===== src/rtl/lsu_byte_master.sv =====
// Byte-serial load/store master: one RISC-V load/store becomes 1/2/4 little-endian byte accesses.
// Optional macro LSU_BYTE_MASTER_MISALIGN_TRAP_EN reports misaligned H/W requests via resp_err without touching memory.
module lsu_byte_master #(
  parameter int ADDRESS_WIDTH = 32,
  parameter int DATA_WIDTH    = 32,
  parameter int STORE_WIDTH   = 8
) (
  input  logic                     clk,
  input  logic                     rst_n,
  input  logic                     req_valid,
  output logic                     req_ready,
  input  logic                     req_we,
  input  logic [2:0]               req_funct3,
  input  logic [ADDRESS_WIDTH-1:0] req_addr,
  input  logic [DATA_WIDTH-1:0]    req_wdata,
  output logic                     resp_valid,
  output logic [DATA_WIDTH-1:0]    resp_rdata,
  output logic                     resp_err,
  output logic                     mem_we,
  output logic [ADDRESS_WIDTH-1:0] mem_addr,
  output logic [STORE_WIDTH-1:0]   mem_wd,
  input  logic [STORE_WIDTH-1:0]   mem_rd,
  output logic [1:0]               dbg_state
);

  // Handshake: a request transfers on a rising edge where req_valid && req_ready;
  // req_ready is high only in IDLE, and resp_valid is a one-cycle pulse with no backpressure.
  typedef enum logic [1:0] {
    S_IDLE = 2'd0,
    S_XFER = 2'd1,
    S_RESP = 2'd2
  } state_t;

  state_t                   r_state;
  state_t                   w_next_state;
  logic                     r_we;
  logic [2:0]               r_funct3;
  logic [ADDRESS_WIDTH-1:0] r_addr;
  logic [DATA_WIDTH-1:0]    r_wdata;
  logic [DATA_WIDTH-1:0]    r_rbuf;
  logic [1:0]               r_cnt;
  logic [1:0]               w_last_idx;
  logic                     w_last;
  logic                     w_accept;
  logic                     w_misalign;
  logic                     w_err;

  assign w_accept  = req_valid && (r_state == S_IDLE);
  assign dbg_state = r_state;

  always_comb begin
    w_last_idx = 2'd3;
    case (r_funct3[1:0])
      2'b00:   w_last_idx = 2'd0;
      2'b01:   w_last_idx = 2'd1;
      default: w_last_idx = 2'd3;
    endcase
  end

  assign w_last = (r_cnt == w_last_idx);

`ifdef LSU_BYTE_MASTER_MISALIGN_TRAP_EN
  logic r_err;

  assign w_misalign = ((req_funct3[1:0] == 2'b01) && req_addr[0]) ||
                      (req_funct3[1] && (req_addr[1:0] != 2'b00));
  assign w_err      = r_err;

  always_ff @(posedge clk or negedge rst_n) begin
    if (!rst_n) begin
      r_err <= 1'b0;
    end else if (w_accept) begin
      r_err <= w_misalign;
    end
  end
`else
  assign w_misalign = 1'b0;
  assign w_err      = 1'b0;
`endif

  always_ff @(posedge clk or negedge rst_n) begin
    if (!rst_n) begin
      r_state  <= S_IDLE;
      r_we     <= 1'b0;
      r_funct3 <= 3'b000;
      r_addr   <= '0;
      r_wdata  <= '0;
      r_rbuf   <= '0;
      r_cnt    <= 2'd0;
    end else begin
      r_state <= w_next_state;
      case (r_state)
        S_IDLE: begin
          if (w_accept) begin
            r_we     <= req_we;
            r_funct3 <= req_funct3;
            r_addr   <= req_addr;
            r_wdata  <= req_wdata;
            r_rbuf   <= '0;
            r_cnt    <= 2'd0;
          end
        end
        S_XFER: begin
          if (!r_we) begin
            r_rbuf[{r_cnt, 3'b000} +: STORE_WIDTH] <= mem_rd;
          end
          if (!w_last) begin
            r_cnt <= r_cnt + 2'd1;
          end
        end
        default: ;
      endcase
    end
  end

  always_comb begin
    w_next_state = r_state;
    req_ready    = 1'b0;
    resp_valid   = 1'b0;
    resp_rdata   = '0;
    resp_err     = 1'b0;
    mem_we       = 1'b0;
    mem_addr     = '0;
    mem_wd       = '0;
    case (r_state)
      S_IDLE: begin
        req_ready = 1'b1;
        if (w_accept) begin
          w_next_state = w_misalign ? S_RESP : S_XFER;
        end
      end
      S_XFER: begin
        // Address arithmetic wraps naturally at 2^ADDRESS_WIDTH.
        mem_addr = r_addr + {{(ADDRESS_WIDTH-2){1'b0}}, r_cnt};
        mem_we   = r_we;
        if (r_we) begin
          mem_wd = r_wdata[{r_cnt, 3'b000} +: STORE_WIDTH];
        end
        if (w_last) begin
          w_next_state = S_RESP;
        end
      end
      S_RESP: begin
        resp_valid   = 1'b1;
        resp_err     = w_err;
        w_next_state = S_IDLE;
        if (!r_we && !w_err) begin
          case (r_funct3[1:0])
            2'b00:   resp_rdata = {{(DATA_WIDTH-8){~r_funct3[2] & r_rbuf[7]}}, r_rbuf[7:0]};
            2'b01:   resp_rdata = {{(DATA_WIDTH-16){~r_funct3[2] & r_rbuf[15]}}, r_rbuf[15:0]};
            default: resp_rdata = r_rbuf;
          endcase
        end
      end
      default: w_next_state = S_IDLE;
    endcase
  end

endmodule

===== config.mk =====
export PLATFORM = sky130hd
export DESIGN_NAME = lsu_byte_master
export DESIGN_NICKNAME = d
export VERILOG_FILES = /design/src/rtl/lsu_byte_master.sv
export SDC_FILE = /design/constraint.sdc
export NUM_CORES = 1
export LEC_CHECK = 0
export CORE_AREA = 2 2 152 154
export CTS_CLUSTER_DIAMETER = 60
export CTS_CLUSTER_SIZE = 10
export DETAILED_ROUTE_END_ITERATION = 12
export DIE_AREA = 0 0 154 156
export HOLD_SLACK_MARGIN = 0.02
export SLEW_MARGIN = 20
export SYNTH_ARGS = -nofsm -noshare
export SYNTH_HDL_FRONTEND = slang
export SYNTH_SLANG_ARGS = --single-unit

===== constraint.sdc =====
create_clock -name clk -period 3.3 [get_ports clk]
set_input_delay 0.495 -clock clk [delete_from_list [all_inputs] [get_ports clk]]
set_output_delay 0.495 -clock clk [all_outputs]
set_load 0.05 [all_outputs]

Yosys cells after proc, flatten, opt, wreduce, memory -nomap -nowiden:

Index checks and enable logic that the tools add are counted.

* flip-flop bits (word level): 104
* bits in latches: 0
* RAM bits: 0
* ROM bits: 0
* bits of input ports: 79
* output and inout bits: 78
* logic and storage cells: 52
* memories kept: 0

* $add $sub $neg: 3
* multiply operators: 0
* divide/modulo/power cells: 0
* order comparisons: 0
* eq/ne operators: 8
* shift operators: 3
* mux-type cells: 20
* bitwise gates (word level): 3
* reductions and logical operators: 8

Operators by type and width (number)
* two-way mux 32 bit: 5
* one-hot mux 32 bit (2 select lines): 2
* adder 32 x 2 -> 32 bit: 1
* bitwise mux 32 bit: 1
* variable shift 8 x 7 -> 32 bit, first input constant: 1
* variable part select 32 x 6 -> 8 bit: 1
* variable part select 8 x 7 -> 32 bit: 1
* two-way mux 8 bit: 2
* one-hot mux 2 bit (2 select lines): 3
* two-way mux 2 bit: 4
* != test 2 bit, second input constant: 4
* negation 5 -> 7 bit: 1
* AND reduction 3 bit: 2
* == test 2 x 1 -> 1 bit, second input constant: 2
* zero test 2 bit: 2
* AND reduction 2 bit: 2
* two-way mux 1 bit: 3
* adder 2 x 1 -> 2 bit, second input constant: 1
* AND 1 bit: 2
* == test 2 bit: 1
* == test 2 bit, second input constant: 1
* nonzero test 2 bit: 1
* logical AND 1 bit: 1
* inverter 1 bit: 1

Logic depth before layout (Yosys ltp):

* depth after elaboration: 5
* gate-level depth with buffers: 8
* depth with buffers taken out: 6

Worst setup path before layout:

No wires, ideal clock.

* path type: register -> output
* start point: reg r_state[1], in the netlist dbg_state[1]
* end point: out resp_rdata[21]
* data arrival time: 3.303 ns
* path slack: -0.498 ns
* cell stages (with the launch flop): 7
* path buffers: 2
* cell sequence: dfrtp_1 -> clkbuf_1 -> nor2b_1 -> nor2b_1 -> o21ai_1 -> clkbuf_1 -> a21oi_1

* cells in the longest elaborated chain, start to end: 2

Ends and longest elaborated chain
* start, declared: RTL line 34 `state_t r_state;`
* start signal, assigned: RTL line 91 `r_state <= w_next_state;`
* == test 2 bit: RTL line 125 `case (r_state)`
* two-way mux 32 bit: RTL line 125
* end, declared: RTL line 17 `output logic [DATA_WIDTH-1:0] resp_rdata,`

No other way between the ends.

Final worst setup path:

* start point: reg r_cnt[1]
* end point: out mem_addr[26]

* cells in the longest elaborated chain, start to end: 2

Ends and longest elaborated chain
* start, declared: RTL line 41 `logic [1:0] r_cnt;`
* start signal, assigned: RTL line 108 `r_cnt <= r_cnt + 2'd1;`
* adder 32 x 2 -> 32 bit: RTL line 134 `mem_addr = r_addr + {{(ADDRESS_WIDTH-2){1'b0}}, r_cnt};`
* two-way mux 32 bit: RTL line 125
* end, declared: RTL line 20 `output logic [ADDRESS_WIDTH-1:0] mem_addr,`

No other way between the ends.

==> impl_metrics.json <==
{
  "status": "completed",
  "cts_tree": "built",
  "synth_nets": 602,
  "drive_gt1_share_pct": 26.9,
  "vias": 4481,
  "ys_warn_count": 0,
  "cap_violations": 0,
  "setup_viol": 0,
  "p_per_area_nw_per_um2": 982,
  "gp_congestion": 0.808,
  "avgRoutedWirePerCell_um": 16.7,
  "startpoint": "r_cnt[1]",
  "io_pins": 157,
  "p_switching_uw": 3540,
  "crit_path_end": "mem_addr[26]",
  "skew_ns": 0.00981,
  "yosysSeqAreaShare_pct": 47.2,
  "p_seq_share_pct": 28.5,
  "required_ns": 2.80,
  "utilization_pct": 36.1,
  "ys_types": 48,
  "synth_edf_count": 0,
  "cts-buffers-inserted": 9,
  "grt_max_degree": 75,
  "grt_use_total_pct": 13.3,
  "p_leak_uw": 0.00323,
  "pre_cts_ws_ns": 0.334,
  "diodes": 0,
  "reg2reg_from": "r_cnt[0]",
  "crit_arrival_ns": 2.68,
  "grt_remaining_overflow": 0,
  "reg2reg_depth": 6,
  "avgViaCountPerCell": 4.69,
  "die-area_um2": 24000,
  "min_period_ns": 3.18,
  "tns_ns": 0,
  "hold_violations": 0,
  "synth_flop_cell": "dfrtp_1",
  "clock.fmax_mhz": 315,
  "tightest_slew_ns": 0.752,
  "routed_wl_um": 16000,
  "critPathMaxFanout": 8,
  "hp-class": "in2async",
  "io_buffers": 155,
  "finalNetCount": 751,
  "cts.clk_slew.worst_paths_ns": 0.08,
  "max_slew_margin_pct": 49.8,
  "crit_path_end_kind": "output pin",
  "grt_pass1_wl_um": 25000,
  "drc_errors": 0,
  "initial_core_util_pct": 24.6,
  "rrSetupSlack_ns": 0.81,
  "row_count": 55,
  "worstSetupPathType": "reg2out",
  "detail-route-antenna-nets": 0,
  "async_flop_share_pct": 100,
  "grt_pass1_vias": 4397,
  "synth_area_per_cell_um2": 10.7,
  "htreeDepth": 3,
  "clockPowerShare_pct": 14.5,
  "netlist_instances": 516,
  "numClockSinks": 104,
  "clockBufferDepth": 2,
  "slew_viol_final": 0,
  "drtPass1Iterations": 4,
  "design_area_um2": 8070,
  "synth_seq_cells": 104,
  "place_hpwl_um": 11600,
  "synth_area_um2": 5510,
  "die_h_um": 156,
  "grt_antenna_before_repair": 0,
  "intPower_uw": 4380,
  "power_frac_comb_pct": 57.0,
  "syn_to_final_growth_pct": 46.4,
  "die_w_um": 154,
  "drtIter0Drc": 189,
  "cts-root-buf": "clkbuf_16",
  "core-area_um2": 22400,
  "vdd_drop_max_uv": 378,
  "netSwitchingFraction_pct": 44.7,
  "crit_path_start_kind": "flop",
  "hold_slack_ns": 0.177,
  "fin_crit_sh_pct": 96.3,
  "clk_latency_ns": 0.36,
  "place_area_um2": 7700,
  "r2r-end": "r_rbuf[28]",
  "setup_ws_ns": 0.122
}
## worst max-delay path: stages, from the launching register on
cell     delay, ns
dfrtp_1       0.39
buf_6         0.17
fa_2          0.26
nand4_4       0.15
or3_4         0.47
buf_2         0.19
buf_4         0.16
o31ai_2       0.26
a21oi_2       0.11
buf_12        0.16
## worst min path at each step
stage | from | to | slack [ns] | depth (start not counted)
floorplan | rst_n | dbg_state[0] | 0.20 | 0
global placement | r_rbuf[16] | r_rbuf[16] | 0.46 | 2
detailed placement | r_rbuf[18] | r_rbuf[18] | 0.47 | 2
CTS | rst_n | r_addr[19] | 0.20 | 1
global route | rst_n | r_addr[9] | 0.23 | 1
finish | rst_n | r_addr[9] | 0.18 | 1
## layout by cell type (no fill, tap or decap), types with 19 or more instances in the layout
cell / netlist / final
a21oi_1: 42 / 38
a22o_1: 24 / 24
buf_12: 0 / 35
buf_4: 1 / 34
clkdlybuf4s50_1: 0 / 100
dfrtp_1: 104 / 104
inv_1: 24 / 24
mux2_2: 63 / 63
nand2_1: 36 / 36
nor2_1: 19 / 19
o21ai_0: 26 / 26
## cell usage after synthesis (all sizes together), types with 6 or more instances
library cell | count | area, um^2
mux2 | 63 | 709
mux4 | 8 | 180
nor2 | 19 | 71.3
o31ai | 7 | 52.6
nand3 | 12 | 72.6
o21ai | 30 | 150
clkbuf | 24 | 90.1
buf | 10 | 57.6
and3 | 11 | 68.8
and2 | 11 | 68.8
a22o | 24 | 210
or3 | 12 | 80.1
inv | 24 | 90.1
xnor2 | 8 | 70.1
ha | 6 | 75.1
or4 | 8 | 60.1
a21oi | 42 | 210
nand4 | 6 | 43.8
nand2 | 36 | 135
dfrtp | 104 | 2600
## final cells by class
class / count / area [um^2]
flip-flops and latches: 104 / 2600
clock inverters: 7 / 88.8
inverters: 24 / 90.1
fillers: 2191 / 14300
repair buffers: 172 / 1980
clock buffers: 9 / 225
multi-input cells: 354 / 2730
well taps: 285 / 357
## kinds of logic (layout without fill, tap and decap cells)
kind of cell,Yosys count,count (layout),share of synthesized area [%]
DFF,104,104,47.2
adders and majority gates,7,7,1.72
AOI/OAI and AO/OA,117,117,13.3
and+or+nand+nor,144,144,14.9
other,1,1,0.0680
buffers and inverters,58,212,4.31
xor gates and xnor gates,10,10,1.59
muxes,75,75,16.9
## per-layer routing
| layer | share of wire, % | global-route usage (%) |
|---|---|---|
| met1 | 46 | 17.6 |
| met2 | 46 | 20.9 |
| met3 | 4.8 | 2.94 |
| met4 | 2.7 | 5.56 |
| met5 | 0 | 0 |
## registers in the layout, summed over array words and instances, names as in the netlist
signal and cells:
r_rbuf 32, r_funct3 3, r_wdata 32, r_cnt 2
r_we 1, r_addr 32, dbg_state 2
## power groups by stage
stage / combinational [uW] / clock (uW) / sequential, uW
after detailed placement: 4520 / 0 / 2280
final: 4520 / 1150 / 2260
after CTS: 4540 / 1190 / 2250
after global routing: 4810 / 1250 / 2350
after floorplan: 2860 / 0 / 2150
after global placement: 4500 / 0 / 2260
## per-stage QoR
stage	total power [uW]	std cells
final	7920	955
after global routing	8420	955
after CTS	7990	952
after detailed placement	6800	936
after global placement	6760	936
after floorplan	5010	516
## repair_timing
| item | in CTS | in global routing |
|---|---|---|
| gates resized for setup | 2 | 6 |
| buffers inserted | 0 | 2 |
| pin swaps | 1 | 1 |
| hold buffers | 0 | 0 |
| endpoints found under the setup margin | 5 | 9 |
No activity file was read; power rests on OpenSTA's default activity.
